`src/rtl/id_ex_operand_stage.sv`:
```
// rtl/id_ex_operand_stage.sv - ID/EX operand stage: forwarding, load-use bubble, EX pipeline register
module id_ex_operand_stage #(
    parameter int WIDTH = 16,
    parameter int AW    = 3
) (
    input  logic             clk,
    input  logic             reset,
    input  logic             in_valid,
    input  logic [AW-1:0]    ra1,
    input  logic [AW-1:0]    ra2,
    input  logic [WIDTH-1:0] rd1,
    input  logic [WIDTH-1:0] rd2,
    input  logic [AW-1:0]    wa_in,
    input  logic             regwrite_in,
    input  logic             memtoreg_in,
    input  logic [WIDTH-1:0] imm_in,
    input  logic             exmem_regwrite,
    input  logic [AW-1:0]    exmem_wa,
    input  logic [WIDTH-1:0] exmem_result,
    input  logic             memwb_regwrite,
    input  logic [AW-1:0]    memwb_wa,
    input  logic [WIDTH-1:0] memwb_result,
    input  logic             stall_in,
    input  logic             flush,
    output logic             stall_out,
    output logic             ex_valid,
    output logic [WIDTH-1:0] ex_srca,
    output logic [WIDTH-1:0] ex_srcb,
    output logic [WIDTH-1:0] ex_imm,
    output logic [AW-1:0]    ex_wa,
    output logic             ex_regwrite,
    output logic             ex_memtoreg,
    output logic [1:0]       ex_fwda,
    output logic [1:0]       ex_fwdb
);

    localparam logic [1:0] FWD_RF  = 2'd0;
    localparam logic [1:0] FWD_WB  = 2'd1;
    localparam logic [1:0] FWD_MEM = 2'd2;

    logic             ex_valid_q,    ex_valid_d;
    logic [WIDTH-1:0] ex_srca_q,     ex_srca_d;
    logic [WIDTH-1:0] ex_srcb_q,     ex_srcb_d;
    logic [WIDTH-1:0] ex_imm_q,      ex_imm_d;
    logic [AW-1:0]    ex_wa_q,       ex_wa_d;
    logic             ex_regwrite_q, ex_regwrite_d;
    logic             ex_memtoreg_q, ex_memtoreg_d;
    logic [1:0]       ex_fwda_q,     ex_fwda_d;
    logic [1:0]       ex_fwdb_q,     ex_fwdb_d;

    logic [1:0]       fwd_a, fwd_b;
    logic [WIDTH-1:0] opnd_a, opnd_b;
    logic             load_use;

    // Register 0 is hard-wired zero, so it must never pick up a forwarded value.
    function automatic logic [1:0] fwd_select(
        input logic [AW-1:0] addr,
        input logic          mem_we,
        input logic [AW-1:0] mem_wa,
        input logic          wb_we,
        input logic [AW-1:0] wb_wa
    );
        if (addr == '0)                   return FWD_RF;
        else if (mem_we && mem_wa == addr) return FWD_MEM;
        else if (wb_we && wb_wa == addr)   return FWD_WB;
        else                              return FWD_RF;
    endfunction

    always_comb begin
        fwd_a = fwd_select(ra1, exmem_regwrite, exmem_wa, memwb_regwrite, memwb_wa);
        fwd_b = fwd_select(ra2, exmem_regwrite, exmem_wa, memwb_regwrite, memwb_wa);

        case (fwd_a)
            FWD_MEM: opnd_a = exmem_result;
            FWD_WB:  opnd_a = memwb_result;
            default: opnd_a = (ra1 == '0) ? '0 : rd1;
        endcase

        case (fwd_b)
            FWD_MEM: opnd_b = exmem_result;
            FWD_WB:  opnd_b = memwb_result;
            default: opnd_b = (ra2 == '0) ? '0 : rd2;
        endcase
    end

    assign load_use = ex_valid_q && ex_memtoreg_q && (ex_wa_q != '0) && in_valid &&
                      ((ex_wa_q == ra1) || (ex_wa_q == ra2));

    assign stall_out = stall_in || load_use;

    always_comb begin
        ex_valid_d    = ex_valid_q;
        ex_srca_d     = ex_srca_q;
        ex_srcb_d     = ex_srcb_q;
        ex_imm_d      = ex_imm_q;
        ex_wa_d       = ex_wa_q;
        ex_regwrite_d = ex_regwrite_q;
        ex_memtoreg_d = ex_memtoreg_q;
        ex_fwda_d     = ex_fwda_q;
        ex_fwdb_d     = ex_fwdb_q;

        if (stall_in) begin
            // hold: defaults above keep every field
        end else if (flush || load_use) begin
            ex_valid_d    = 1'b0;
            ex_srca_d     = '0;
            ex_srcb_d     = '0;
            ex_imm_d      = '0;
            ex_wa_d       = '0;
            ex_regwrite_d = 1'b0;
            ex_memtoreg_d = 1'b0;
            ex_fwda_d     = FWD_RF;
            ex_fwdb_d     = FWD_RF;
        end else begin
            ex_valid_d    = in_valid;
            ex_srca_d     = opnd_a;
            ex_srcb_d     = opnd_b;
            ex_imm_d      = imm_in;
            ex_wa_d       = wa_in;
            ex_regwrite_d = in_valid && regwrite_in;
            ex_memtoreg_d = in_valid && memtoreg_in;
            ex_fwda_d     = fwd_a;
            ex_fwdb_d     = fwd_b;
        end
    end

    always_ff @(posedge clk) begin
        if (reset) begin
            ex_valid_q    <= 1'b0;
            ex_srca_q     <= '0;
            ex_srcb_q     <= '0;
            ex_imm_q      <= '0;
            ex_wa_q       <= '0;
            ex_regwrite_q <= 1'b0;
            ex_memtoreg_q <= 1'b0;
            ex_fwda_q     <= FWD_RF;
            ex_fwdb_q     <= FWD_RF;
        end else begin
            ex_valid_q    <= ex_valid_d;
            ex_srca_q     <= ex_srca_d;
            ex_srcb_q     <= ex_srcb_d;
            ex_imm_q      <= ex_imm_d;
            ex_wa_q       <= ex_wa_d;
            ex_regwrite_q <= ex_regwrite_d;
            ex_memtoreg_q <= ex_memtoreg_d;
            ex_fwda_q     <= ex_fwda_d;
            ex_fwdb_q     <= ex_fwdb_d;
        end
    end

    assign ex_valid    = ex_valid_q;
    assign ex_srca     = ex_srca_q;
    assign ex_srcb     = ex_srcb_q;
    assign ex_imm      = ex_imm_q;
    assign ex_wa       = ex_wa_q;
    assign ex_regwrite = ex_regwrite_q;
    assign ex_memtoreg = ex_memtoreg_q;
    assign ex_fwda     = ex_fwda_q;
    assign ex_fwdb     = ex_fwdb_q;

endmodule

```
`config.mk`:
```
export PLATFORM = sky130hd
export DESIGN_NAME = id_ex_operand_stage
export DESIGN_NICKNAME = d
export VERILOG_FILES = /design/src/rtl/id_ex_operand_stage.sv
export SDC_FILE = /design/constraint.sdc
export NUM_CORES = 1
export LEC_CHECK = 0
export ABC_CLOCK_PERIOD_IN_PS = 2270
export BUFFER_PORTS_ARGS = -buffer_cell sky130_fd_sc_hd__buf_4
export CAP_MARGIN = 10
export CELL_PAD_IN_SITES_DETAIL_PLACEMENT = 0
export CELL_PAD_IN_SITES_GLOBAL_PLACEMENT = 1
export CORE_ASPECT_RATIO = 1.4
export CORE_MARGIN = 2
export CORE_UTILIZATION = 28
export CTS_CLUSTER_DIAMETER = 50
export CTS_CLUSTER_SIZE = 16
export DETAILED_ROUTE_END_ITERATION = 6
export PLACE_DENSITY = 0.82
export SLEW_MARGIN = 15
export SYNTH_ARGS = -nofsm -noshare
export SYNTH_HDL_FRONTEND = slang
export SYNTH_SLANG_ARGS = --single-unit
```
`constraint.sdc`:
```
create_clock -name clk -period 2.27 [get_ports clk]
set_clock_uncertainty 0.05 [all_clocks]
set_input_delay 0.227 -clock clk [delete_from_list [all_inputs] [get_ports clk]]
set_output_delay 0.227 -clock clk [all_outputs]
set_load 0.01 [all_outputs]
```
==> results.tsv, run 1 <==
stage	metric	value	unit
status	status	finished, final reports clean	
critical_path	cp_max_fo	10	
global_route	gr-usage-all-layers	18.8	%
floorplanning	fp.dieH	122	microns
cells_and_area	areaGrowthSynthToFinish	68.7	%
cells_and_area	nets	584	
power	ir_drop	0.407	mV
sta	worstMarginPinSlew	0.710	ns
synth	yosysMostFrequentCell	dfxtp_1	
clocking	insertion_delay	0.32	ns
global_route	grt_max_degree	42	
global_route	antenna_found_initial	0	
synth	postSynthAreaPerCell	9.15	sq um
placement	placed_cells	597	
synth	synth-seq-cells	58	
route	viasPerCell	4.97	
clocking	cts_num_sinks	58	
floorplanning	pin_count	163	
clocking	cts_tree	yes	
synth	synth_area_leader_cell	dfxtp_1	
synth	synth_enable_flop_cells	0	
cells_and_area	fin_cells	613	
floorplanning	dieWidth	88.0	microns
synth	synthTopCellsByArea	dfxtp_1 (42%), a22o_1 (17%), a22oi_1 (8.7%), o21ai_0 (5.4%), nand2_1 (4.8%)	
route	route.detailed.drc	0	
synth	ys.flop_type	dfxtp_1	
global_route	globalRouteOverflowTotal	0	
cells_and_area	drive_gt1_share	45.5	%
critical_path	cp.required	2.44	ns
clocking	clockBufferDepth	2	
placement	portBuffers	162	
sta	period_share	93.1	%
cells_and_area	diodes	0	
synth	seq_area_frac_synth	42.0	%
critical_path	cp.arrival	2.28	ns
synth	ys_async_sr_fraction	0	%
power	p_per_area	685	mW/mm^2
floorplanning	placementRows	42	
cells_and_area	final_area	0.00466	sq mm
synth	synth_cells	302	
synth	synth.top_cells.by_count	dfxtp_1 (58), a22o_1 (54), nand2_1 (35), a22oi_1 (32), o21ai_0 (30)	
clocking	htree_levels	3	
hold_path	hold_path_depth	2	
clocking	cts_made_buffers	9	
cells_and_area	fin_util	49.0	%
clocking	root_buffer	clkbuf_16	
critical_path	cp_slowest_stage_delay	0.35	ns
route	wl	10100	microns
placement	hpwl	7670	microns
sta	timing.slew.headroom	52.4	%
sta	slew_viol_final	0	
global_route	grt_pass1_wl	15400	microns
power	power.leakage	2.11	nW
placement	gp_congestion	0.902	
synth	ys_warn_count	0	
critical_path	slowest_stage	or3_1	
hold_path	min_path_type	primary input to flop	
sta	finalSetupViolCount	0	
synth	ys_types	29	
synth	syn_area	0.00276	sq mm
sta	rsz0062_at_grt	false	
critical_path	crit_path_start_kind	primary input	
floorplanning	core_area	0.00951	sq mm
sta	finalHoldViolations	0	
sta	clock.fmax	473	MHz
global_route	grt_pass1_vias	3155	
floorplanning	start_util	29.0	%
route	via_count	3045	
placement	dp_slack	-0.328	ns
critical_path	path_class	primary input to flop	
route	antenna_left	0	
route	wire_per_inst	16.4	microns
critical_path	cpMostUsedCell	buf_4	
flow_run	drv_cap	0	
clocking	hold_buffers	0	
clocking	clk_pin_slew	0.05	ns
floorplanning	dieArea	0.0107	sq mm
synth	yosys.area.top_type_share	42.0	%
sta	fin_ws	0.157	ns
critical_path	crit_path_cell_trace	buf_4 > buf_4 > nor3b_2 > a21oi_1 > or3_1 > a21oi_4 > inv_1 > ha_1 > buf_12 > a22oi_1 > o21ai_0 > a22o_1	
placement	place_area	0.00429	sq mm
route	drtIter0Drc	110	
synth	syn_nets	410	
sta	period_needed	2.11	ns
critical_path	cp-end-kind	flop	
power	total_power	3.19	mW
critical_path	worstRegToRegCells	6	
route	firstDrtPassIters	4	
-- state kept, by name, summed over array words and instances, names as in the netlist --
signal,count
ex_regwrite,1
ex_srcb,16
ex_imm,16
ex_wa,3
ex_valid,1
ex_srca,16
ex_fwdb,2
ex_fwda,2
ex_memtoreg,1
-- area by class of cell --
type	count	area, sq um
Fill cell	910	4850
Timing Repair Buffer	192	1500
Multi-Input combinational cell	211	1470
Sequential cell	58	1160
Clock buffer	10	229
Tap cell	132	165
Clock inverter	6	114
Inverter	4	15.0
-- layer usage --
metal,share of wire [%],vias up,track usage [%]
met3,8.6,18,4.47
li1,-,1476,-
met4,2.8,0,9.42
met1,39,1405,21.3
met2,50,146,32.5
met5,0,-,0
-- repair_timing --
item | in CTS | in global routing
setup buffers | 0 | 0
setup endpoints to repair | 1 | 14
pin swaps | 0 | 1
resized for setup | 1 | 5
-- critical path: cells and delay by family --
family / cells / cell delay [ns]
and+or+nand+nor: 2 / 0.51
adders and majority gates: 1 / 0.23
AOI/OAI and AO/OA: 5 / 0.82
buffers and inverters: 4 / 0.49
-- power breakdown --
part           internal [mW]  leakage (nW)  total (mW)  switching, mW
Combinational          0.299          1.48       0.541          0.243
Clock                   1.08         0.159        1.57          0.492
Sequential              1.06         0.472        1.08         0.0246
Total                   2.43          2.11        3.19          0.759
-- logic make-up after synthesis --
kind of cell	count (synthesis)	share of synthesized area, %
adders and majority gates	4	1.81
DFF	58	42.0
xor gates and xnor gates	16	5.07
and+or+nand+nor	65	11.1
AOI/OAI and AO/OA	126	33.5
buffers and inverters	33	6.57
-- per-stage QoR --
| step | hold slack [ns] | setup TNS [ns] |
|---|---|---|
| global route | 0.0663 | 0 |
| finish | 0.0654 | 0 |
| global placement | 0.392 | -7.61 |
| floorplan | 0.246 | 0 |
| CTS | 0.0552 | 0 |
| detailed placement | 0.397 | -7.99 |
-- final timing paths --
path                     from          to  slack [ns]
hold reg to reg    ex_imm[14]  ex_imm[14]        0.43
hold / removal      imm_in[1]   ex_imm[1]        0.07
setup reg to reg     ex_wa[0]  ex_fwda[0]        0.37
setup / recovery  memwb_wa[2]  ex_srca[6]        0.16
-- placed cells by master (no fill, tap or decap), types with 7 or more instances in the layout --
master     count
o21ai_0       30
buf_4        187
nor2_1         7
xnor2_1        9
xor2_1         7
nand2_1       35
clkbuf_16      9
a22oi_1       30
a22o_1        54
dfxtp_1       58
Note: power is estimated with default switching activity, not from simulation.
==> inputs of run 2 (changes only) <==
Settings changed: CELL_PAD_IN_SITES_DETAIL_PLACEMENT 0 to 1, CELL_PAD_IN_SITES_GLOBAL_PLACEMENT 1 to 2, CORE_UTILIZATION 28 to 21, MAX_ROUTING_LAYER from default to met4, PLACE_DENSITY 0.82 to 0.8.
==> run 2 against run 1 <==
Net effect:
- die area rose by 32%
- sequential share of layout area up 0.48 points
- cell count is 1.5% higher
- critical path type unchanged
- largest cell class is now multi-input gates
==> results.tsv, run 2 (same netlist as run 1, synthesis figures left out) <==
stage	metric	value	unit	change
floorplanning	pin_count	163		unchanged
critical_path	cp-end-kind	flop		unchanged
sta	period_share	96.1	%	was 93.1%
clocking	cts_made_buffers	9		unchanged
floorplanning	fp.dieH	140	microns	was 122 microns
cells_and_area	diodes	0		unchanged
cells_and_area	drive_gt1_share	43.3	%	was 45.5%
status	status	finished, final reports clean		unchanged
power	p_per_area	683	mW/mm^2	was 685 mW/mm^2
flow_run	drv_cap	0		unchanged
sta	rsz0062_at_grt	false		unchanged
global_route	globalRouteOverflowTotal	0		unchanged
sta	setup-tns-final	0	ns	unchanged
route	wl	11400	microns	was 10100 microns
critical_path	cp_max_fo	15		was 10
clocking	clockBufferDepth	2		unchanged
sta	finalSetupViolCount	0		unchanged
critical_path	crit_path_start_kind	primary input		unchanged
route	viasPerCell	4.89		was 4.97
cells_and_area	areaGrowthSynthToFinish	65.5	%	was 68.7%
placement	portBuffers	162		unchanged
global_route	grt_max_degree	42		unchanged
cells_and_area	fin_cells	622		was 613
clocking	htree_levels	3		unchanged
clocking	clk_pin_slew	0.05	ns	about the same
global_route	grt_pass1_wl	17300	microns	was 15400 microns
power	ir_drop	0.362	mV	was 0.407 mV
sta	period_needed	2.18	ns	was 2.11 ns
floorplanning	dieArea	0.0141	sq mm	was 0.0107 sq mm
hold_path	worstHoldStart	imm_in[11]		was imm_in[1]
route	routed.top_layer	met4		unchanged
sta	finalHoldViolations	0		unchanged
placement	hpwl	8750	microns	was 7670 microns
critical_path	r2r_start	ex_wa[0]		unchanged
route	via_count	3043		was 3045
floorplanning	dieWidth	101	microns	was 88.0 microns
critical_path	path_class	primary input to flop		unchanged
cells_and_area	final_cell_mix	buf_4 (174), dfxtp_1 (58), a22o_1 (54)		was buf_4 (187), dfxtp_1 (58), a22o_1 (54)
sta	fin_ws	0.0889	ns	was 0.157 ns
cells_and_area	final_common_cell	buf_4		unchanged
global_route	grt_pass1_vias	3292		was 3155
placement	gp_congestion	0.842		was 0.902
clocking	insertion_delay	0.32	ns	about the same
critical_path	cp.required	2.43	ns	was 2.44 ns
route	dr_wl_met2	6010	microns	was 5050 microns
power	total_power	3.12	mW	was 3.19 mW
route	wire_per_inst	18.4	microns	was 16.4 microns
floorplanning	start_util	21.5	%	was 29.0%
route	met3_length	606	microns	was 863 microns
cells_and_area	fill_cells	1517		was 910
sta	slew_viol_final	0		unchanged
placement	dp_slack	-0.174	ns	was -0.328 ns
floorplanning	core_area	0.0129	sq mm	was 0.00951 sq mm
clocking	hold_buffers	0		unchanged
critical_path	cp.arrival	2.35	ns	was 2.28 ns
route	firstDrtPassIters	4		unchanged
cells_and_area	nets	572		was 584
sta	timing.slew.headroom	66.1	%	was 52.4%
floorplanning	placementRows	49		was 42
route	route.detailed.drc	0		unchanged
clocking	root_buffer	clkbuf_16		unchanged
hold_path	min_path_type	primary input to flop		unchanged
global_route	gr-usage-all-layers	16.4	%	was 18.8%
sta	worstMarginPinSlew	0.507	ns	was 0.710 ns
cells_and_area	final_area	0.00457	sq mm	was 0.00466 sq mm
global_route	antenna_found_initial	0		unchanged
power	power.leakage	2.05	nW	was 2.11 nW
route	antenna_left	0		unchanged
clocking	cts_num_sinks	58		unchanged
critical_path	crit_start	memwb_wa[2]		unchanged
clocking	cts_tree	yes		unchanged
placement	placed_cells	606		was 597
route	wl_met1	4550	microns	was 3890 microns
route	drtIter0Drc	73		was 110
sta	clock.fmax	458	MHz	was 473 MHz
placement	place_area	0.00424	sq mm	was 0.00429 sq mm
-- run 2: metal layers --
metal / GRT usage, % / up-vias
li1: - / 1441
met1: 18.0 / 1465
met2: 28.6 / 118
met3: 3.42 / 19
met4: 6.05 / 0
met5: - / -
-- run 2: through the flow --
step / hold slack (ns) / utilization (%)
3_5_place_dp: 0.400 / 32.9
6_report: 0.0701 / 35.5
3_3_place_gp: 0.395 / 32.9
5_1_grt: 0.0641 / 35.5
4_1_cts: 0.0586 / 35.5
2_1_floorplan: 0.246 / -
-- run 2: worst max-delay path: stages --
cell and delay, ns:
buf_4 0.12, nor3b_1 0.21, a21oi_1 0.06, or3_1 0.34, a21oi_2 0.25, inv_1 0.07
ha_1 0.24, buf_12 0.17, a22oi_1 0.25, o21ai_0 0.19, a22o_1 0.21
-- run 2: where the power goes --
| group | total (mW) | switching (mW) | internal, mW |
|---|---|---|---|
| clock network | 1.50 | 0.477 | 1.02 |
| logic | 0.540 | 0.248 | 0.291 |
| registers | 1.08 | 0.0265 | 1.06 |
-- run 2: cell type report --
| class | count | area [sq um] | area share (%) |
|---|---|---|---|
| Multi-Input combinational cell | 211 | 1450 | 31.7 |
| Timing Repair Buffer | 180 | 1430 | 31.2 |
| Sequential cell | 58 | 1160 | 25.4 |
| Clock buffer | 12 | 256 | 5.61 |
| Tap cell | 153 | 191 | 4.19 |
| Clock inverter | 4 | 73.8 | 1.61 |
| Inverter | 4 | 15.0 | 0.328 |
-- run 2: final timing paths --
kind | slack (ns) | depth (start not counted) | end
min reg2reg | 0.42 | 1 | ex_imm[1]
min | 0.07 | 2 | ex_imm[11]
max | 0.09 | 11 | ex_srca[10]
max reg2reg | 0.38 | 6 | ex_srcb[7]
-- run 2: repair_timing --
action,4_1_cts,5_1_grt
resized for setup,0,1
endpoints found under the setup margin,0,1
buffers inserted,0,0
